$ cat config.mk
export PLATFORM = sky130hd
export DESIGN_NAME = div
export DESIGN_NICKNAME = d
export VERILOG_FILES = /design/src/rtl/div.sv
export SDC_FILE = /design/constraint.sdc
export NUM_CORES = 1
export LEC_CHECK = 0
export ABC_AREA = 1
export BUFFER_PORTS_ARGS = -buffer_cell sky130_fd_sc_hd__buf_2
export CAP_MARGIN = 20
export CELL_PAD_IN_SITES_DETAIL_PLACEMENT = 1
export CELL_PAD_IN_SITES_GLOBAL_PLACEMENT = 2
export CORE_MARGIN = 4
export CORE_UTILIZATION = 29
export DETAILED_ROUTE_END_ITERATION = 16
export GPL_TIMING_DRIVEN = 0
export PLACE_DENSITY_LB_ADDON = 0.1
export SLEW_MARGIN = 10
export SYNTH_ARGS = -nofsm -noshare
export SYNTH_HDL_FRONTEND = slang
export SYNTH_SLANG_ARGS = --single-unit
export TNS_END_PERCENT = 20
$ cat constraint.sdc
create_clock -name clk -period 2.25 [get_ports clk]
set_clock_uncertainty 0.05 [all_clocks]
set_input_delay 0.45 -clock clk [delete_from_list [all_inputs] [get_ports clk]]
set_output_delay 0.45 -clock clk [all_outputs]
set_load 0.03 [all_outputs]
$ cat src/rtl/div.sv
// Multi-cycle 32-bit signed/unsigned restoring divider for DIV/DIVU.
// Returns {remainder, quotient} 33 cycles after accept; divide-by-zero returns zero.
module div (
    input  logic        clk,
    input  logic        rst,
    input  logic        signed_div_i,
    input  logic [31:0] opdata1_i,
    input  logic [31:0] opdata2_i,
    input  logic        start_i,
    input  logic        annul_i,
    output logic [63:0] result_o,
    output logic        ready_o
);

    typedef enum logic [1:0] {
        S_FREE   = 2'd0,
        S_BYZERO = 2'd1,
        S_ON     = 2'd2,
        S_END    = 2'd3
    } state_t;

    state_t      state_r, state_s;
    logic [5:0]  cnt_r, cnt_s;
    logic [31:0] rem_r, rem_s;
    logic [31:0] quo_r, quo_s;
    logic [31:0] dvsr_r, dvsr_s;
    logic        sgn_r, sgn_s;
    logic        neg1_r, neg1_s;
    logic        neg2_r, neg2_s;
    logic        ready_r, ready_s;
    logic [63:0] result_r, result_s;

    logic [31:0] partial_s;
    logic [32:0] diff_s;

    function automatic logic [31:0] negate(input logic [31:0] v);
        return ~v + 32'd1;
    endfunction

    function automatic logic [31:0] magnitude(input logic [31:0] v, input logic sgn);
        logic [31:0] m;
        if (sgn && v[31]) begin
            m = negate(v);
        end else begin
            m = v;
        end
        return m;
    endfunction

    // The next dividend bit is brought down from the top of the shifting quotient register.
    assign partial_s = {rem_r[30:0], quo_r[31]};
    assign diff_s    = {1'b0, partial_s} - {1'b0, dvsr_r};

    // Next-state, datapath and output computation.
    always_comb begin
        state_s  = state_r;
        cnt_s    = cnt_r;
        rem_s    = rem_r;
        quo_s    = quo_r;
        dvsr_s   = dvsr_r;
        sgn_s    = sgn_r;
        neg1_s   = neg1_r;
        neg2_s   = neg2_r;
        ready_s  = ready_r;
        result_s = result_r;
        case (state_r)
            S_FREE: begin
                ready_s  = 1'b0;
                result_s = 64'd0;
                if (start_i && !annul_i) begin
                    if (opdata2_i == 32'd0) begin
                        state_s = S_BYZERO;
                    end else begin
                        state_s = S_ON;
                        cnt_s   = 6'd0;
                        rem_s   = 32'd0;
                        quo_s   = magnitude(opdata1_i, signed_div_i);
                        dvsr_s  = magnitude(opdata2_i, signed_div_i);
                        sgn_s   = signed_div_i;
                        neg1_s  = opdata1_i[31];
                        neg2_s  = opdata2_i[31];
                    end
                end else begin
                    state_s = S_FREE;
                end
            end
            S_BYZERO: begin
                state_s  = S_END;
                result_s = 64'd0;
                ready_s  = 1'b1;
            end
            S_ON: begin
                if (annul_i) begin
                    state_s  = S_FREE;
                    ready_s  = 1'b0;
                    result_s = 64'd0;
                end else if (cnt_r != 6'd32) begin
                    cnt_s = cnt_r + 6'd1;
                    if (diff_s[32]) begin
                        rem_s = partial_s;
                        quo_s = {quo_r[30:0], 1'b0};
                    end else begin
                        rem_s = diff_s[31:0];
                        quo_s = {quo_r[30:0], 1'b1};
                    end
                end else begin
                    // Remainder follows the dividend's sign; quotient is negative when signs differ.
                    state_s = S_END;
                    ready_s = 1'b1;
                    result_s[31:0]  = (sgn_r && (neg1_r ^ neg2_r)) ? negate(quo_r) : quo_r;
                    result_s[63:32] = (sgn_r && neg1_r) ? negate(rem_r) : rem_r;
                end
            end
            S_END: begin
                if (!start_i) begin
                    state_s  = S_FREE;
                    ready_s  = 1'b0;
                    result_s = 64'd0;
                end else begin
                    state_s = S_END;
                end
            end
            default: begin
                state_s  = S_FREE;
                ready_s  = 1'b0;
                result_s = 64'd0;
            end
        endcase
    end

    // State, datapath and output registers with synchronous reset.
    always_ff @(posedge clk) begin
        if (rst) begin
            state_r  <= S_FREE;
            cnt_r    <= 6'd0;
            rem_r    <= 32'd0;
            quo_r    <= 32'd0;
            dvsr_r   <= 32'd0;
            sgn_r    <= 1'b0;
            neg1_r   <= 1'b0;
            neg2_r   <= 1'b0;
            ready_r  <= 1'b0;
            result_r <= 64'd0;
        end else begin
            state_r  <= state_s;
            cnt_r    <= cnt_s;
            rem_r    <= rem_s;
            quo_r    <= quo_s;
            dvsr_r   <= dvsr_s;
            sgn_r    <= sgn_s;
            neg1_r   <= neg1_s;
            neg2_r   <= neg2_s;
            ready_r  <= ready_s;
            result_r <= result_s;
        end
    end

    assign result_o = result_r;
    assign ready_o  = ready_r;

endmodule

Word level (Yosys, flattened, before mapping)
Index checks and enable logic that the tools add are counted. W data, S select, Z words.

$add $sub $neg: 6. Equality and inequality tests: 10. Multiplexer cells: 35. Bitwise operators: 6. Reductions and logical operators: 13.

Operator list (count): $mux W32 (13); $mux W64 (3); $pmux W64 S3 (1); $add A32 B1 Y32 const B (4); $not A32 Y32 (4); $pmux W32 S2 (2); $sub A32 B32 Y33 (1); $logic_not A32 Y1 (1); $mux W6 (4); $pmux W6 S2 (1); $mux W2 (5); $ne A2 B2 Y1 const B (5); $pmux W2 S4 (1); $add A6 B1 Y6 const B (1); $ne A6 B6 Y1 const B (1); $logic_and A1 B1 Y1 (5); $reduce_and A5 Y1 (1); $eq A2 B2 Y1 const B (2); $mux W1 (4); $pmux W1 S4 (1); $ne A3 B3 Y1 const B (1); $reduce_and A3 Y1 (1); $eq A2 B1 Y1 const B (1); $logic_not A2 Y1 (1); other kinds (6) (6).

Register bits after elaboration: 172. Bits of input ports: 69. Output and inout bits: 65. Logic and storage cells: 80.

Depth between registers and ports, before layout
Word-level depth: 6. Gate-level depth with buffers: 17. Mapped depth without buffers: 16.

Least setup slack after synthesis
OpenSTA, ideal clock, no wires.

Path kind: register to register. From: register quo_r[31]. To: register rem_r[6]. Library setup time: 0.132 ns. Arrival: 2.045 ns. Data required time: 2.068 ns. Slack: 0.022 ns. Cell stages (with the launch flop): 18. Buffers on the path: 2. Cells stage by stage: dfxtp_1 > inv_1 > ha_1 > fa_1 > inv_1 > nand2_1 > nand2_1 > nand3_1 > nand2_1 > nand2_1 > nand2_2 > nand2_4 > nand2_4 > buf_6 > buf_6 > nand2_1 > nand3_1 > a21oi_1.

Word-level cells in the longest chain between the ends: 5.

RTL lines: start, declared (line 25) `logic [31:0] quo_r, quo_s;`; start signal, assigned (line 148) `quo_r <= quo_s;`; $sub A32 B32 Y33 (line 52) `assign diff_s = {1'b0, partial_s} - {1'b0, dvsr_r};`; $mux W32 (line 99) `if (diff_s[32]) begin`; $mux W32 (line 97) `end else if (cnt_r != 6'd32) begin`; $mux W32 (line 93) `if (annul_i) begin`; $pmux W32 S2 (line 66) `case (state_r)`; end signal, assigned (line 147) `rem_r <= rem_s;`; end, declared (line 24) `logic [31:0] rem_r, rem_s;`.

Every way passes these cells. The select of a mux whose other input is x is not followed. A chain may end at the register's enable or synchronous reset.

Worst setup path in the final report
From: register rem_r[11]. To: register rem_r[21].

Word-level cells in the longest chain between the ends: 5.

RTL lines (line): $sub A32 B32 Y33 (52); $mux W32 (99); $mux W32 (97); $mux W32 (93); $pmux W32 S2 (66).

Every way passes these cells. The select of a mux whose other input is x is not followed.

==> run summary <==
Status: complete, but fails checks
Violated checks: setup timing
Reg2reg end: rem_r[21]
Netlist Area Pre-Place: 12,800 um^2
Post-route ant nets: 0
Post-DP HPWL: 46.3 mm
Worst setup SP type: register
Synth warnings: 0
Slowest stage delay, CP: 0.57 ns
Crit share post-route: 105%
Yosys reg bits: 172
Residual DRC: 0
Worst-skew pair later-pin latency: 0.47 ns
Post-synthesis sequential area ratio: 26.8%
Commonest non-fill, non-tap cell in the layout: nand2_1
Mapped Cells: 2,190
WHS: 0.235 ns
Max VDD drop: 297 uV
Worst endpoint required time: 2.53 ns
Grt ovf: 0
Fillers: 5,742
R2r startpoint: rem_r[11]
Final min period: 2.35 ns
P_leak: 7.72 nW
Placeable Area: 43,500 um^2
CP top delay family: simple AND/OR/NAND/NOR gates
Area used by multi-input combinational logic: 8950 um^2
First-pass GRT wire length: 87.2 mm
WHS Endpoint: dvsr_r[1]
CTS Sinks: 172
Hold Crit Depth: 3
Max capacitance violation total: 0
Vias per cell: 4.95
Routability cong.: 0.868
Clk slew on worst S/H paths: 0.07 ns
Layout cells sized above 1: 21.4%
Max clock buf depth: 2
Initial Util: 29.6%
Die area: 47,700 um^2
H-tree levels: 4
Synth cell types: 39
First-pass detailed-route iteration total: 5
FF+latch area: 3520 um^2
Power, Total: 8.33 mW
Relative slew slack: 32.9%
Drt initial violations: 853
TritonCTS clock tree: built
Slew Viols, Final: 0
Worst setup margin: -0.104 ns
Crit Path Class: register to register
FF-to-FF setup slack: -0.10 ns
CP arrival: 2.63 ns
Clock root cell: clkbuf_16
Die Y: 218 um
Area grow syn2layout: 28.0%
Final setup TNS: -1.24 ns
Critical Path End Type: register
Io pins: 134
Crit Path Max Fanout: 6
Die width: 218 um
Top achievable clock speed: 0.425 GHz
Vias in the first global route: 14,665
RSZ-0062 raised after global routing: yes
CP max stage cell: dfxtp_1
Via count: 14,740
Tightest Hold Check Type: primary input to register
Final Util: 37.8%
Actual slew at the worst max-slew pin: 1.01 ns
TritonCTS Buffers: 17
Fin nets: 2,495
WP buf/inv: 3
Port bufs: 132
Total global-route track usage: 23.8%
CP cell instances: ha_4 > nand2_1 > nor2_4 > inv_1 > nor2_2 > nand2_2 > nand2_2 > nand2_4 > nand2_4 > buf_12 > buf_12 > nand3_4 > nand2_2 > a21oi_2
Site Rows: 76
Initial antenna violation count: 0
Commonest cells after routing, fill and taps aside: nand2_1 (583), inv_1 (272), nor2_1 (209), a21oi_1 (191), nand3_1 (170)
Hold_buf cts: 0
Drt wl/cell: 19.2 um
Final hold violations: 0
CP dominant cell by count: nand2_2
Hold_sp: opdata2_i[1]
Synthesized area per cell: 5.87 um^2
Post-Syn Nets: 2,303
Largest net degree at the start of global routing: 17
Antenna cells: 0
Final setup viols: 25
PD cells: 507 nW/um^2
Worst r2r path cells: 14
Total wire length: 57.1 mm
-- where the power goes --
part / internal [mW] / switching, mW / total, mW
clock network: 1.59 / 1.38 / 2.97
registers: 3.13 / 0.115 / 3.25
logic: 0.695 / 1.43 / 2.12
-- flip-flops by register name, summed over array words and instances, names as in the netlist --
register / flops
state_r: 2
dvsr_r: 32
cnt_r: 6
neg1_r: 1
neg2_r: 1
sgn_r: 1
rem_r: 32
result_o: 64
quo_r: 32
ready_o: 1
-- logic make-up (layout without fill, tap and decap cells) --
logic type	Yosys count	after routing	share of synthesized area [%]
and+or+nand+nor	1167	1167	38.0
adders and majority gates	44	44	4.34
AOI/OAI and AO/OA	360	360	14.5
xor gates and xnor gates	69	69	4.70
buffers and inverters	378	582	11.6
DFF	172	172	26.8
-- tightest hold or removal path, stage by stage --
cell	delay [ns]
buf_2	0.12
nand2_1	0.07
a31oi_1	0.07
-- final cells by class --
| type | count | area share, % |
|---|---|---|
| Timing Repair Buffer | 174 | 6.46 |
| Tap cell | 585 | 4.45 |
| Sequential cell | 172 | 21.4 |
| Clock buffer | 20 | 2.78 |
| Multi-Input combinational cell | 1640 | 54.4 |
| Clock inverter | 11 | 0.662 |
| Inverter | 302 | 6.98 |
| Buffer | 75 | 2.85 |
-- cell usage after synthesis (all sizes together) --
| library cell | number | area share (%) |
|---|---|---|
| nand2 | 636 | 19 |
| inv | 302 | 8.8 |
| nor2 | 249 | 7.5 |
| a21oi | 209 | 8.2 |
| nand3 | 209 | 8.1 |
| dfxtp | 172 | 27 |
| o21ai | 133 | 5.2 |
| xor2 | 48 | 3.3 |
| clkbuf | 44 | 1.3 |
| ha | 43 | 4.2 |
| buf | 32 | 1.5 |
| nand4 | 30 | 1.5 |
| nor3 | 22 | 0.94 |
| xnor2 | 21 | 1.4 |
| or2 | 8 | 0.39 |
| o31ai | 7 | 0.41 |
| and2 | 5 | 0.26 |
| nand3b | 5 | 0.29 |
| a31oi | 3 | 0.15 |
| nor4 | 3 | 0.15 |
| a211oi | 2 | 0.12 |
| a22oi | 2 | 0.12 |
| o21a | 2 | 0.12 |
| fa | 1 | 0.16 |
| o21bai | 1 | 0.058 |
| o22ai | 1 | 0.049 |
-- per-stage QoR --
step | instance area (um^2) | instances | setup WS [ns]
finish | 16400 | 2979 | -0.104
global route | 16400 | 2979 | -0.193
CTS | 16000 | 2971 | -0.0749
detailed placement | 14200 | 2907 | -0.847
global placement | 14200 | 2907 | -0.808
floorplan | 12800 | 2190 | 0.0223
-- worst max path at each step --
stage / cells past startpoint / from / slack, ns / end
4_1_cts: 18 / quo_r[31] / -0.07 / rem_r[29]
6_report: 14 / rem_r[11] / -0.10 / rem_r[21]
3_3_place_gp: 16 / quo_r[31] / -0.81 / rem_r[21]
5_1_grt: 16 / dvsr_r[12] / -0.19 / rem_r[19]
2_1_floorplan: 17 / quo_r[31] / 0.02 / rem_r[6]
3_5_place_dp: 16 / quo_r[31] / -0.85 / rem_r[21]
-- metal layers --
metal / routed length [um] / track usage, % / share of wire (%)
met1: 28700 / 34.6 / 50
met5: 0 / 0 / 0
met2: 25100 / 36.8 / 44
met3: 2440 / 3.63 / 4.3
met4: 845 / 5.88 / 1.5
-- what timing repair did --
action | CTS | global route
pin swaps | 40 | 41
gates cloned | 3 | 1
endpoints found under the setup margin | 105 | 126
buffers inserted | 31 | 9
resized for setup | 212 | 135
No activity file was read; power rests on OpenSTA's default activity.
